`src/rtl/parking_occupancy_ctrl.sv`:
```
// Parking-lot occupancy counter: edge-detected entry/exit requests, saturating
// vehicle count, barrier-gate hold timer, full/empty flags and a two-digit BCD display.
module parking_occupancy_ctrl #(
   parameter int CAPACITY    = 16,
   parameter int CNT_W       = 7,
   parameter int GATE_CYCLES = 8
) (
   input  logic             clk,
   input  logic             reset,
   input  logic             entering,
   input  logic             exiting,
   output logic [CNT_W-1:0] count,
   output logic             full,
   output logic             empty,
   output logic             gate_open,
   output logic             reject,
   output logic [3:0]       bcd_tens,
   output logic [3:0]       bcd_ones
);

   // state | meaning
   // IDLE  | gate closed, no accepted event pending
   // OPEN  | gate held open, timer counting down to close
   localparam logic [0:0] IDLE = 1'b0;
   localparam logic [0:0] OPEN = 1'b1;

   localparam logic [CNT_W-1:0] CAP_C   = CNT_W'(CAPACITY);
   localparam logic [7:0]       RELOAD_C = 8'(GATE_CYCLES - 1);

   logic             ent_hist_q, ext_hist_q;
   logic [CNT_W-1:0] count_q, count_d;
   logic             reject_q, reject_d;
   logic [0:0]       state_q, state_d;
   logic [7:0]       timer_q, timer_d;

   logic ent_ev, ext_ev, ent_acc, ext_acc, any_acc;

   assign ent_ev  = entering & ~ent_hist_q;
   assign ext_ev  = exiting  & ~ext_hist_q;
   assign ext_acc = ext_ev & (count_q != '0);
   // A simultaneous accepted exit frees the slot, so a full lot can still admit.
   assign ent_acc = ent_ev & ((count_q < CAP_C) | ext_acc);
   assign any_acc = ent_acc | ext_acc;

   always_comb begin
      count_d  = count_q;
      reject_d = ent_ev & ~ent_acc;
      if (ent_acc && !ext_acc)
         count_d = count_q + 1'b1;
      else if (ext_acc && !ent_acc)
         count_d = count_q - 1'b1;
   end

   always_comb begin
      state_d = state_q;
      timer_d = timer_q;
      case (state_q)
         IDLE: begin
            if (any_acc) begin
               state_d = OPEN;
               timer_d = RELOAD_C;
            end
         end
         OPEN: begin
            if (any_acc)
               timer_d = RELOAD_C;
            else if (timer_q == 8'd0)
               state_d = IDLE;
            else
               timer_d = timer_q - 8'd1;
         end
         default: begin
            state_d = IDLE;
            timer_d = 8'd0;
         end
      endcase
   end

   always_ff @(posedge clk or negedge reset) begin
      if (!reset) begin
         ent_hist_q <= 1'b0;
         ext_hist_q <= 1'b0;
         count_q    <= '0;
         reject_q   <= 1'b0;
         state_q    <= IDLE;
         timer_q    <= 8'd0;
      end else begin
         ent_hist_q <= entering;
         ext_hist_q <= exiting;
         count_q    <= count_d;
         reject_q   <= reject_d;
         state_q    <= state_d;
         timer_q    <= timer_d;
      end
   end

   assign count     = count_q;
   assign reject    = reject_q;
   assign gate_open = (state_q == OPEN);
   assign full      = (count_q == CAP_C);
   assign empty     = (count_q == '0);
   assign bcd_tens  = 4'(count_q / CNT_W'(10));
   assign bcd_ones  = 4'(count_q % CNT_W'(10));

endmodule

```
`config.mk`:
```
export PLATFORM = sky130hd
export DESIGN_NAME = parking_occupancy_ctrl
export DESIGN_NICKNAME = d
export VERILOG_FILES = /design/src/rtl/parking_occupancy_ctrl.sv
export SDC_FILE = /design/constraint.sdc
export NUM_CORES = 1
export LEC_CHECK = 0
export CAP_MARGIN = 20
export CORE_ASPECT_RATIO = 1.2
export CORE_MARGIN = 2
export CORE_UTILIZATION = 54
export CTS_CLUSTER_SIZE = 12
export DETAILED_ROUTE_END_ITERATION = 8
export HOLD_SLACK_MARGIN = 0.06
export PLACE_DENSITY = 0.81
export SLEW_MARGIN = 20
export SYNTH_ARGS = -nofsm -noshare
export SYNTH_HDL_FRONTEND = slang
export SYNTH_SLANG_ARGS = --single-unit
```
`constraint.sdc`:
```
create_clock -name clk -period 5.5 [get_ports clk]
set_input_delay 1.65 -clock clk [delete_from_list [all_inputs] [get_ports clk]]
set_output_delay 1.65 -clock clk [all_outputs]
set_load 0.01 [all_outputs]
```
## Word level (Yosys, flattened, before mapping)

Cells that the tools add are included.

| word-level totals | value |
|---|---|
| word-level logic and storage cells | 45 |
| input port bits | 4 |
| bits in registers | 19 |
| output and inout bits | 19 |

| operators by class | value |
|---|---|
| muxes and demuxes | 10 |
| magnitude comparators | 1 |
| bitwise operators | 11 |
| add/subtract/negate cells | 3 |
| equality and inequality tests | 3 |
| divide/modulo/power cells | 2 |
| reduce and logical (&&, ||, !) cells | 9 |

Operators with widths:

| kind | count |
|---|---|
| 8-bit two-way mux | 3 |
| 8-bit case mux with 2 select lines | 1 |
| 7-bit two-way mux | 2 |
| 8-bit zero test | 1 |
| 8-bit by 1-bit subtractor with 8-bit output (second input constant) | 1 |
| 7-bit by 1-bit adder with 7-bit output (second input constant) | 1 |
| 7-bit by 4-bit divider with 7-bit output (second input constant) | 1 |
| 7-bit by 5-bit equality test with 1-bit output (second input constant) | 1 |
| 7-bit zero test | 1 |
| 7-bit by 5-bit < comparator with 1-bit output (second input constant) | 1 |
| 7-bit by 4-bit modulo with 7-bit output (second input constant) | 1 |
| 7-bit nonzero test | 1 |
| 7-bit by 1-bit subtractor with 7-bit output (second input constant) | 1 |
| 1-bit bitwise AND | 5 |
| 1-bit NOT | 4 |
| 1-bit two-way mux | 3 |
| 3-bit inequality test (second input constant) | 1 |
| 1-bit logical AND | 2 |
| 1-bit zero test | 2 |
| 2-bit inequality test (second input constant) | 1 |
| 1-bit bitwise OR | 2 |
| 1-bit case mux with 2 select lines | 1 |
| 2-bit AND reduction | 1 |
| 2-bit nonzero test | 1 |

## Longest topological paths before layout

| depth | value |
|---|---|
| depth after elaboration | 9 |
| depth in mapped cells | 16 |
| depth with buffers taken out | 15 |

## Least setup slack after synthesis

Ideal clock, no wire load.

| timing | value |
|---|---|
| path kind | register -> output |
| start point | register count_q[4], in the netlist count[4] |
| end point | output port bcd_ones[1] |
| path buffers | 1 |
| data arrival time | 2.816 ns |
| slack | 1.034 ns |
| cell stages (with the launch flop) | 14 |
| data required time | 3.850 ns |
| cell sequence | dfrtp_1 -> buf_2 -> inv_1 -> ha_1 -> and2_1 -> o21ai_0 -> a21boi_0 -> nor3_2 -> xnor2_1 -> ha_1 -> inv_1 -> nand4_1 -> and4_1 -> a21o_1 |

| on the way | value |
|---|---|
| longest elaborated chain between the ends | 1 |

RTL lines:

| element | RTL line | RTL |
|---|---|---|
| start: declaration | 31 | `logic [CNT_W-1:0] count_q, count_d;` |
| start signal: assignment | 90 | `count_q <= count_d;` |
| 7-bit by 4-bit modulo with 7-bit output | 103 | `assign bcd_ones = 4'(count_q % CNT_W'(10));` |
| end: declaration | 18 | `output logic [3:0] bcd_ones` |

Every way passes these cells.

## Worst setup path after layout

| timing | value |
|---|---|
| start point | register count_q[5], in the netlist count[5] |
| end point | output port bcd_ones[1] |

Same word-level chain as after synthesis.

==> flow_metrics.tcl <==
set metrics [dict create \
    synth-warning-count 0 \
    path_buf_inv 3 \
    wl_per_cell_um 14.4 \
    floorplan.die.height_um 63.3 \
    postRouteWirelength_um 3260 \
    placement.io_buffers 22 \
    grt_antenna_before_repair 0 \
    final.setup.tns_ns 0 \
    postSynthCellCount 170 \
    finalHoldViolCount 0 \
    finalWorstSetupSlack_ns 0.313 \
    starting_density_of_the_core 0.567 \
    grt_use_total 0.223 \
    worst_slew_margin_rel 0.446 \
    placementRows 21 \
    grt_max_degree 20 \
    status "completed" \
    rsz0062_at_grt "false" \
    critPathMostFrequentCell "sky130_fd_sc_hd__inv_1" \
    mapped_avg_cell_area_um2 9.30 \
    synth_top_area_share 0.301 \
    fp.coreArea_um2 2790 \
    critical_path.max_fanout 6 \
    ctsRootBufferMaster "sky130_fd_sc_hd__clkbuf_4" \
    placement.setup.worst_slack_ns 0.245 \
    syn_area_um2 1580 \
    dieWidth_um 53.4 \
    ctsHtreeMaxLevel 1 \
    cp_slowest_cell "sky130_fd_sc_hd__clkdlybuf4s50_1" \
    kind_of_cell_adding_the_most_delay_to_the_critical_path "simple AND/OR/NAND/NOR gates" \
    synth_edf_count 0 \
    arrival_ns 3.54 \
    vias_per_std_cell 5.82 \
    peak_freq_mhz 193 \
    final_setup_fails 0 \
    yosys_register_bits 19 \
    synth_nets 186 \
    cts.hold.buffers_added 0 \
    post_synth_main_area_contributors "sky130_fd_sc_hd__dfrtp_1, sky130_fd_sc_hd__ha_1, sky130_fd_sc_hd__xor2_1, sky130_fd_sc_hd__xnor2_1, sky130_fd_sc_hd__and2_1" \
    clkSlewWorstSetupHoldPaths_ns 0.11 \
    numClockSinks 19 \
    period_minus_slack_ns 5.19 \
    finalMaxSlewViolations 0 \
    finalNetCount 210 \
    die_area_um2 3380 \
    grt_pass1_vias 1303 \
    skew_ns 0.00754 \
    startpoint_type "flop" \
    clkLatencyLatePin_ns 0.29 \
    synth-async-reset-ratio 1.00 \
    post-route-period-util 0.943 \
    drt_first_pass_iters 4 \
    multiInputGateArea_um2 1020 \
    synth_sequential_area_ratio 0.301 \
    cp_slowest_stage_delay_ns 0.53 \
    worstPathRequired_ns 3.85 \
    synthDistinctLibCells 56 \
    drive_gt1_frac 0.114 \
    drc 0 \
    cts_max_path_buffers 2 \
    worst-setup-path-type "reg2out" \
    worst_setup_path_end_kind "primary output" \
    routabilityCongestion 0.841 \
    hold_path_class "reg2reg" \
    filler_cell_count 240 \
    grt_remaining_overflow 0 \
    tritoncts_clock_tree "done" \
    timing_worst_slew_pin_value_ns 0.829 \
    top_level_port_count 23 \
    grt_first_pass_wirelength_um 5780 \
    cp_cell_sequence "inv_1 -> ha_1 -> and2_1 -> o31ai_1 -> a21boi_1 -> nor3_2 -> xnor2_1 -> ha_2 -> inv_1 -> nand3b_1 -> and4_1 -> a21o_1 -> clkdlybuf4s50_1" \
    tritoncts.num_buffers 3 \
    dp_wirelength_um 2470 \
    yosys_most_used_dff "sky130_fd_sc_hd__dfrtp_1" \
    storage_element_area_um2 477 \
    synth.largest_area_cell "sky130_fd_sc_hd__dfrtp_1" \
    number_of_antenna_diodes 0 \
    initialDrtViolationCount 36 \
    area_delta_synth_final_pct 17.8 \
    antenna_left 0 \
    detailroute.via_count 1322 \
    drv.max_cap_violation_count 0 \
]
-- metrics by stage --
stage	instances	utilization	cell area, um^2	hold slack [ns]
2_1_floorplan	170	-	1580	0.415
3_3_place_gp	221	0.652	1820	0.431
3_5_place_dp	221	0.652	1820	0.450
4_1_cts	225	0.662	1840	0.466
5_1_grt	227	0.668	1860	0.500
6_report	227	0.668	1860	0.463
-- repair_timing --
| action | CTS | global route |
|---|---|---|
| pin swaps | 0 | 1 |
| setup endpoints to repair | 2 | 3 |
| buffers inserted | 0 | 2 |
| gates resized for setup | 1 | 3 |
| gates cloned | 0 | 0 |
-- kinds of logic after synthesis --
| logic type | count (synthesis) | synth area share |
|---|---|---|
| AOI/OAI and AO/OA | 46 | 0.230 |
| xor gates and xnor gates | 16 | 0.0934 |
| adders and majority gates | 12 | 0.0998 |
| buffers and inverters | 19 | 0.0523 |
| DFF | 19 | 0.301 |
| muxes | 2 | 0.0127 |
| and+or+nand+nor | 56 | 0.211 |
-- Yosys cell counts (all sizes together), types with 5 or more instances --
cell type and n:
dfrtp 19, inv 13, ha 11, nand2 11, o21ai 11, and2 8, xnor2 8, xor2 8
a21oi 7, nor3 7, buf 5, nor2 5
-- layout by cell type, fill, tap and decap left out, types with 2 or more instances in the layout --
cell,Yosys,final
sky130_fd_sc_hd__o31ai_1,2,2
sky130_fd_sc_hd__xor2_1,8,8
sky130_fd_sc_hd__nor3_1,6,6
sky130_fd_sc_hd__o21ai_0,10,9
sky130_fd_sc_hd__nand2_1,11,11
sky130_fd_sc_hd__nor3b_1,2,2
sky130_fd_sc_hd__clkbuf_4,0,3
sky130_fd_sc_hd__a21boi_0,3,2
sky130_fd_sc_hd__nor4_1,2,2
sky130_fd_sc_hd__nand3b_1,3,3
sky130_fd_sc_hd__nand2b_1,2,2
sky130_fd_sc_hd__xnor2_1,7,7
sky130_fd_sc_hd__mux2i_1,2,2
sky130_fd_sc_hd__ha_1,11,10
sky130_fd_sc_hd__clkdlybuf4s50_1,0,22
sky130_fd_sc_hd__dfrtp_1,19,18
sky130_fd_sc_hd__a21oi_1,6,6
sky130_fd_sc_hd__or2_2,2,2
sky130_fd_sc_hd__nor2_1,5,5
sky130_fd_sc_hd__a31oi_1,2,2
sky130_fd_sc_hd__or3_1,3,3
sky130_fd_sc_hd__a21o_1,4,4
sky130_fd_sc_hd__and2_1,8,8
sky130_fd_sc_hd__inv_1,13,13
sky130_fd_sc_hd__buf_4,2,3
sky130_fd_sc_hd__o211ai_1,3,3
-- layout make-up --
class	count	share of cell area
multi-input combinational	132	0.550
sequential	19	0.256
timing repair buffer	25	0.130
inverter	13	0.0262
tap	34	0.0228
clock buffer	4	0.0141
-- per-layer routing --
layer / wire length (um) / up-vias / GRT usage
met5: 0 / - / 0
met4: 55 / 0 / 0.0737
met3: 105 / 6 / 0.0355
met2: 1660 / 26 / 0.378
met1: 1440 / 631 / 0.279
li1: - / 659 / -
-- worst paths after layout --
check                      startpoint          end  slack (ns)  cells after the start
hold reg to reg            ent_hist_q       reject        0.46                      1
max in group asynchronous       reset     count[5]        3.12                      1
hold / removal             ent_hist_q       reject        0.46                      1
setup reg to reg             count[3]     count[6]        1.62                     15
min in group asynchronous       reset   ext_hist_q        1.82                      1
setup / recovery             count[5]  bcd_ones[1]        0.31                     13
-- sequential cells by signal (all words and copies together), names as in the netlist --
name	flops
reject	1
gate_open	1
count	7
timer_q	8
ext_hist_q	1
ent_hist_q	1
Power is not shown: default switching activity piles up to over one toggle a cycle in this logic, so the estimate is an artifact.
